File: src/rtl/duck_motion.sv
// -----------------------------------------------------------------------------
// duck_motion
//   Per-frame motion controller for the player duck sprite. Converts the raw
//   jump/duck buttons into the sprite's vertical position, a pose index and a
//   run-animation frame select. All state advances once per accepted video
//   frame (frame strobe with pause low); outputs are registered and therefore
//   change one clk after the strobe and stay stable for the whole active frame.
//
//   Optional feature macro: DUCK_FAST_FALL_EN
//     When defined, holding duck while airborne quadruples the fall-rate
//     decrement and, on touchdown, lands straight into DUCK instead of RUN.
//     When undefined, duck is ignored while airborne.
//
// Ports
//   clk        in   pixel clock
//   rst_n      in   synchronous reset, active low
//   frame      in   one-cycle strobe at the start of vertical blank
//   btn_jump   in   raw jump button (asynchronous)
//   btn_duck   in   raw duck button (asynchronous)
//   pause      in   level; frame strobes are ignored while high
//   spry       out  signed sprite top-edge y position (CORDW bits)
//   pose       out  0=RUN, 1=JUMP, 2=DUCK
//   anim_frame out  run-cycle bitmap select
//   airborne   out  high while in JUMP
//   land       out  one-clk pulse on touchdown
// -----------------------------------------------------------------------------
module duck_motion #(
  parameter int CORDW    = 10,
  parameter int GROUND_Y = 240,
  parameter int JUMP_V0  = 12,
  parameter int GRAVITY  = 1,
  parameter int ANIM_DIV = 8
) (
  input  logic                    clk,
  input  logic                    rst_n,
  input  logic                    frame,
  input  logic                    btn_jump,
  input  logic                    btn_duck,
  input  logic                    pause,
  output logic signed [CORDW-1:0] spry,
  output logic [1:0]              pose,
  output logic                    anim_frame,
  output logic                    airborne,
  output logic                    land
);

  localparam int AW = (ANIM_DIV > 1) ? $clog2(ANIM_DIV) : 1;

  // State encoding doubles as the pose index.
  localparam logic [1:0] ST_RUN  = 2'd0;
  localparam logic [1:0] ST_JUMP = 2'd1;
  localparam logic [1:0] ST_DUCK = 2'd2;

  // Physics constants in the widened (CORDW+1) signed domain.
  localparam logic signed [CORDW:0] GROUND_W  = (CORDW+1)'(GROUND_Y);
  localparam logic signed [CORDW:0] V0_W      = (CORDW+1)'(JUMP_V0);
  localparam logic signed [CORDW:0] GRAV_W    = (CORDW+1)'(GRAVITY);
  localparam logic signed [CORDW:0] TAKEOFF_W = GROUND_W - V0_W;
  localparam logic signed [CORDW:0] VEL0_W    = V0_W - GRAV_W;
`ifdef DUCK_FAST_FALL_EN
  localparam logic signed [CORDW:0] FAST_W    = (CORDW+1)'(4 * GRAVITY);
`endif
  localparam logic [AW-1:0]         ANIM_MAX  = AW'(ANIM_DIV - 1);

  // Button synchronizers and frame-rate previous jump sample
  logic jump_meta_q, jump_sync_q, duck_meta_q, duck_sync_q;
  logic jump_prev_q, jump_prev_d;

  // Motion state
  logic [1:0]              state_q, state_d;
  logic signed [CORDW-1:0] spry_q, spry_d;
  logic signed [CORDW:0]   vel_q, vel_d;
  logic [AW-1:0]           anim_cnt_q, anim_cnt_d;
  logic                    anim_q, anim_d;
  logic                    airborne_q, airborne_d;
  logic                    land_q, land_d;

  // Helper signals
  logic                    frame_ok_s;
  logic                    jump_edge_s;
  logic signed [CORDW:0]   ny_s;
  logic signed [CORDW:0]   dec_s;
  logic [1:0]              land_state_s;

  assign frame_ok_s  = frame & ~pause;
  assign jump_edge_s = jump_sync_q & ~jump_prev_q;
  // Candidate next height, one bit wider so the landing test cannot wrap.
  assign ny_s        = {spry_q[CORDW-1], spry_q} - vel_q;

  // Two-flop synchronizers for the asynchronous buttons
  always_ff @(posedge clk) begin
    if (!rst_n) begin
      jump_meta_q <= 1'b0;
      jump_sync_q <= 1'b0;
      duck_meta_q <= 1'b0;
      duck_sync_q <= 1'b0;
    end else begin
      jump_meta_q <= btn_jump;
      jump_sync_q <= jump_meta_q;
      duck_meta_q <= btn_duck;
      duck_sync_q <= duck_meta_q;
    end
  end

  // Airborne duck handling: fall rate and landing destination
  always_comb begin
    dec_s        = GRAV_W;
    land_state_s = ST_RUN;
`ifdef DUCK_FAST_FALL_EN
    if (duck_sync_q) begin
      dec_s        = FAST_W;
      land_state_s = ST_DUCK;
    end else begin
      dec_s        = GRAV_W;
      land_state_s = ST_RUN;
    end
`endif
  end

  // Next-state logic; everything holds unless an accepted frame arrives
  always_comb begin
    state_d     = state_q;
    spry_d      = spry_q;
    vel_d       = vel_q;
    anim_cnt_d  = anim_cnt_q;
    anim_d      = anim_q;
    jump_prev_d = jump_prev_q;
    land_d      = 1'b0;
    if (frame_ok_s) begin
      // The previous sample advances in every state so a jump held through
      // DUCK or JUMP never fires as a fresh edge afterwards.
      jump_prev_d = jump_sync_q;
      case (state_q)
        ST_RUN: begin
          if (duck_sync_q) begin
            state_d = ST_DUCK;
          end else if (jump_edge_s) begin
            state_d = ST_JUMP;
            spry_d  = TAKEOFF_W[CORDW-1:0];
            vel_d   = VEL0_W;
          end else if (anim_cnt_q == ANIM_MAX) begin
            anim_cnt_d = {AW{1'b0}};
            anim_d     = ~anim_q;
          end else begin
            anim_cnt_d = anim_cnt_q + {{(AW-1){1'b0}}, 1'b1};
          end
        end
        ST_DUCK: begin
          if (!duck_sync_q) begin
            state_d = ST_RUN;
          end else begin
            state_d = ST_DUCK;
          end
        end
        ST_JUMP: begin
          if (ny_s >= GROUND_W) begin
            state_d = land_state_s;
            spry_d  = GROUND_W[CORDW-1:0];
            vel_d   = {(CORDW+1){1'b0}};
            land_d  = 1'b1;
          end else begin
            spry_d  = ny_s[CORDW-1:0];
            vel_d   = vel_q - dec_s;
          end
        end
        default: begin
          state_d = ST_RUN;
          spry_d  = GROUND_W[CORDW-1:0];
          vel_d   = {(CORDW+1){1'b0}};
        end
      endcase
    end else begin
      land_d = 1'b0;
    end
    airborne_d = (state_d == ST_JUMP);
  end

  // Motion state and registered outputs
  always_ff @(posedge clk) begin
    if (!rst_n) begin
      state_q     <= ST_RUN;
      spry_q      <= GROUND_W[CORDW-1:0];
      vel_q       <= {(CORDW+1){1'b0}};
      anim_cnt_q  <= {AW{1'b0}};
      anim_q      <= 1'b0;
      airborne_q  <= 1'b0;
      land_q      <= 1'b0;
      jump_prev_q <= 1'b0;
    end else begin
      state_q     <= state_d;
      spry_q      <= spry_d;
      vel_q       <= vel_d;
      anim_cnt_q  <= anim_cnt_d;
      anim_q      <= anim_d;
      airborne_q  <= airborne_d;
      land_q      <= land_d;
      jump_prev_q <= jump_prev_d;
    end
  end

  assign spry       = spry_q;
  assign pose       = state_q;
  assign anim_frame = anim_q;
  assign airborne   = airborne_q;
  assign land       = land_q;

endmodule

File: config.mk
export PLATFORM = sky130hd
export DESIGN_NAME = duck_motion
export DESIGN_NICKNAME = d
export VERILOG_FILES = /design/src/rtl/duck_motion.sv
export SDC_FILE = /design/constraint.sdc
export NUM_CORES = 1
export LEC_CHECK = 0
export CORE_MARGIN = 2
export CORE_UTILIZATION = 46
export CTS_BUF_LIST = sky130_fd_sc_hd__clkbuf_4 sky130_fd_sc_hd__clkbuf_8 sky130_fd_sc_hd__clkbuf_16
export CTS_CLUSTER_DIAMETER = 100
export DETAILED_ROUTE_END_ITERATION = 8
export PLACE_DENSITY = 0.66
export SETUP_SLACK_MARGIN = 0.02
export SYNTH_ARGS = -nofsm -noshare
export SYNTH_HDL_FRONTEND = slang
export SYNTH_SLANG_ARGS = --single-unit
File: constraint.sdc
create_clock -name clk -period 2.43 [get_ports clk]
set_input_delay 0.243 -clock clk [delete_from_list [all_inputs] [get_ports clk]]
set_output_delay 0.243 -clock clk [all_outputs]
set_load 0.02 [all_outputs]
==> results.yml <==
synthesis:
  yosys.area_share.simple_pct: 26.3
  synth_compound_area_share_pct: 19.8
  ys.flop_type: "dfxtp_1"
  synth_area_leader_cell: "dfxtp_1"
  muxShareOfSynthArea_pct: 1.85
  synth.distinct_cells: 59
  syn_area_mm2: 0.00216
  synth-edff-count: 0
  synthArstFlopShare_pct: 0
  synthXorXnorAreaFrac_pct: 6.88
  yosysWarnings: 0
  synth.area.top_cells: "dfxtp_1 31%, ha_1 7.5%, xnor2_1 6.1%, nor3_2 4.6%, nand2_1 3.1%"
  syn_nets: 267
  syn-mean-instance-area_um2: 8.76
  syn-instance-count: 247
  synth_fa_ha_area_share_pct: 8.44
  yosysSeqAreaShare_pct: 31.5
  synth.ff_latch_count: 34
  synth_top_area_share_pct: 31.5
  synth_top_family_by_area: "simple AND/OR/NAND/NOR gates"
floorplanning:
  core_mm2: 0.00444
  pin_count: 21
  rows: 24
  die_h_um: 72.6
  floorplan.initialDensity_pct: 48.7
  die_x_um: 72.6
  die_area_mm2: 0.00527
critical_path:
  cp-end-kind: "flop"
  required_ns: 2.65
  crit_fanout: 5
  r2r-end: "land"
  worst-r2r-cell-count: 10
  worstSetupPathType: "reg -> reg"
  cp-start-kind: "flop"
  worst-r2r-setup-slack_ns: -0.10
  rr_startpoint: "spry[0]"
  arrival_ns: 2.76
place:
  dp_cells: 354
  portBuffers: 20
  gp_congestion: 0.830
  place_ws_ns: -0.148
  dp_hpwl_um: 3940
cells_and_area:
  multiInputGateArea_mm2: 0.00148
  antennaDiodeCount: 0
  fillers: 373
  nets: 334
  stdcell_count: 366
  final_common_cell: "buf_4"
  drive_above_1_share_pct: 30.9
  seq_area_um2: 688
  layout_common_cells: "50 x buf_4, 30 x dfxtp_1, 20 x clkdlybuf4s50_1"
  area_delta_synth_final_pct: 37.2
worst_hold_path:
  min_to: "jump_sync_q"
  hold_path.class: "reg -> reg"
  worstHoldPathCells: 1
  hp-start: "jump_meta_q"
route:
  drt_iter0_markers: 171
  avgRoutedWirePerCell_um: 14.9
  drcViolationCount: 0
  ant_nets: 0
  wl_um: 5460
  drt_pre_antenna_iters: 4
  vias: 2043
  via_per_inst: 5.58
cts:
  clk_latency_ns: 0.29
  clock-sinks: 34
  htreeDepth: 2
  clk_path_buf_depth: 2
  ctsHoldBuffers: 0
  clkTransAtPathRegs_ns: 0.07
  cts-root-buf: "clkbuf_8"
  cts_tree: "yes"
  cts_buffers: 5
grt:
  antenna_found_initial: 0
  grt_pass1_wl_um: 9320
  grt_pass1_vias: 1998
  gr-usage-all-layers_pct: 22.8
  grt_max_degree: 24
  overflow: 0
sta:
  hold_violations: 0
  fin_crit_ns: 2.53
  final_max_slew_viol_count: 0
  slew_headroom_pct: 70.6
  worst_pin_slew_ns: 0.438
  period_share_pct: 104
  rsz0062_at_grt: "yes"
  clock_skew_ns: 0.0113
  clock.fmax_mhz: 395
  finalSetupViolations: 24
  finalWorstSetupSlack_ns: -0.102
  setup_tns_ns: -1.02
power:
  peakVddDrop_mv: 0.374
  p_leak_uw: 0.00114
  power_density_mw_per_mm2: 533
run:
  cap_violations: 0
status:
  outcome: "complete, but fails checks"
  violations: "setup timing"
==> report_power, final <==
part | switching, uW | internal [uW] | total (uW) | leakage [uW]
logic | 290 | 266 | 556 | 0.000815
clock network | 195 | 236 | 431 | 0.0000477
registers | 18.1 | 579 | 597 | 0.000277
==> Yosys cell counts (all sizes together) (3+ instances only) <==
library cell	number
a211oi	4
ha	13
mux2i	4
a31oi	5
o211ai	3
nor4	4
xnor2	15
clkbuf	8
nor3	18
o21ai	11
nand2b	6
buf	5
o21a	3
inv	13
nand2	18
or4	8
a21oi	14
nor2	14
dfxtp	34
and2	6
nand3	9
==> area by class of cell <==
cell class | instances | share of cell area, %
Inverter | 14 | 1.77
Sequential cell | 34 | 23.2
Multi-Input combinational cell | 187 | 49.7
Timing Repair Buffer | 72 | 20.1
Clock buffer | 7 | 3.03
Tap cell | 52 | 2.19
==> layer usage <==
| layer | wire, um | GRT usage, % | vias to the layer above | part of all wire [%] |
|---|---|---|---|---|
| met1 | 2430 | 29.8 | 964 | 45 |
| li1 | - | - | 1027 | - |
| met5 | 0 | 0 | - | 0 |
| met3 | 285 | 4.83 | 4 | 5.2 |
| met2 | 2700 | 37.5 | 48 | 49 |
| met4 | 46 | 7.82 | 0 | 0.84 |
==> how the worst max path moves through the flow <==
stage             from       to  slack [ns]  cells past startpoint
6_report       spry[0]     land       -0.10                     10
5_1_grt        spry[0]  spry[8]       -0.24                     10
4_1_cts        spry[0]  spry[6]       -0.09                     10
3_5_place_dp   spry[0]  spry[5]       -0.15                     11
3_3_place_gp   spry[0]     land       -0.12                     10
2_1_floorplan  spry[0]  spry[6]       -0.06                     10
==> state kept, by name, summed over array words and instances, names as in the netlist, 2 cells and up <==
register,cells
anim_cnt_q,3
pose,2
spry,10
vel_q,11
==> cell families after synthesis <==
kind of cell,Yosys count
flip-flops,34
adder cells (fa/ha/maj),14
AO/OA/AOI/OAI,56
buffers and inverters,27
AND/OR/NAND/NOR,95
multiplexers,4
XOR/XNOR,17
==> repair_timing <==
item,CTS,global route
buffers inserted,2,2
hold endpoints to repair,0,0
pin swaps,10,4
setup endpoints to repair,24,24
gates resized for setup,11,2
gates cloned,1,0
==> metrics by stage <==
step           util (%)  area [um^2]  hold slack [ns]  total power [uW]
3_3_place_gp       62.4         2770            0.414              1080
4_1_cts            66.2         2940            0.441              1570
2_1_floorplan         -         2210            0.370               897
5_1_grt            66.8         2970            0.455              1670
6_report           66.8         2970            0.435              1580
3_5_place_dp       62.4         2770            0.428              1080
==> worst max-delay path, cell delays in order, from the launching register on <==
cell,delay (ns)
dfxtp_4,0.35
inv_2,0.04
ha_4,0.15
fa_2,0.34
and2b_4,0.28
o2111ai_4,0.15
a211oi_2,0.29
nor2_2,0.09
xnor2_2,0.25
a21boi_4,0.31
and4_1,0.21
No activity file was read; power rests on OpenSTA's default activity.
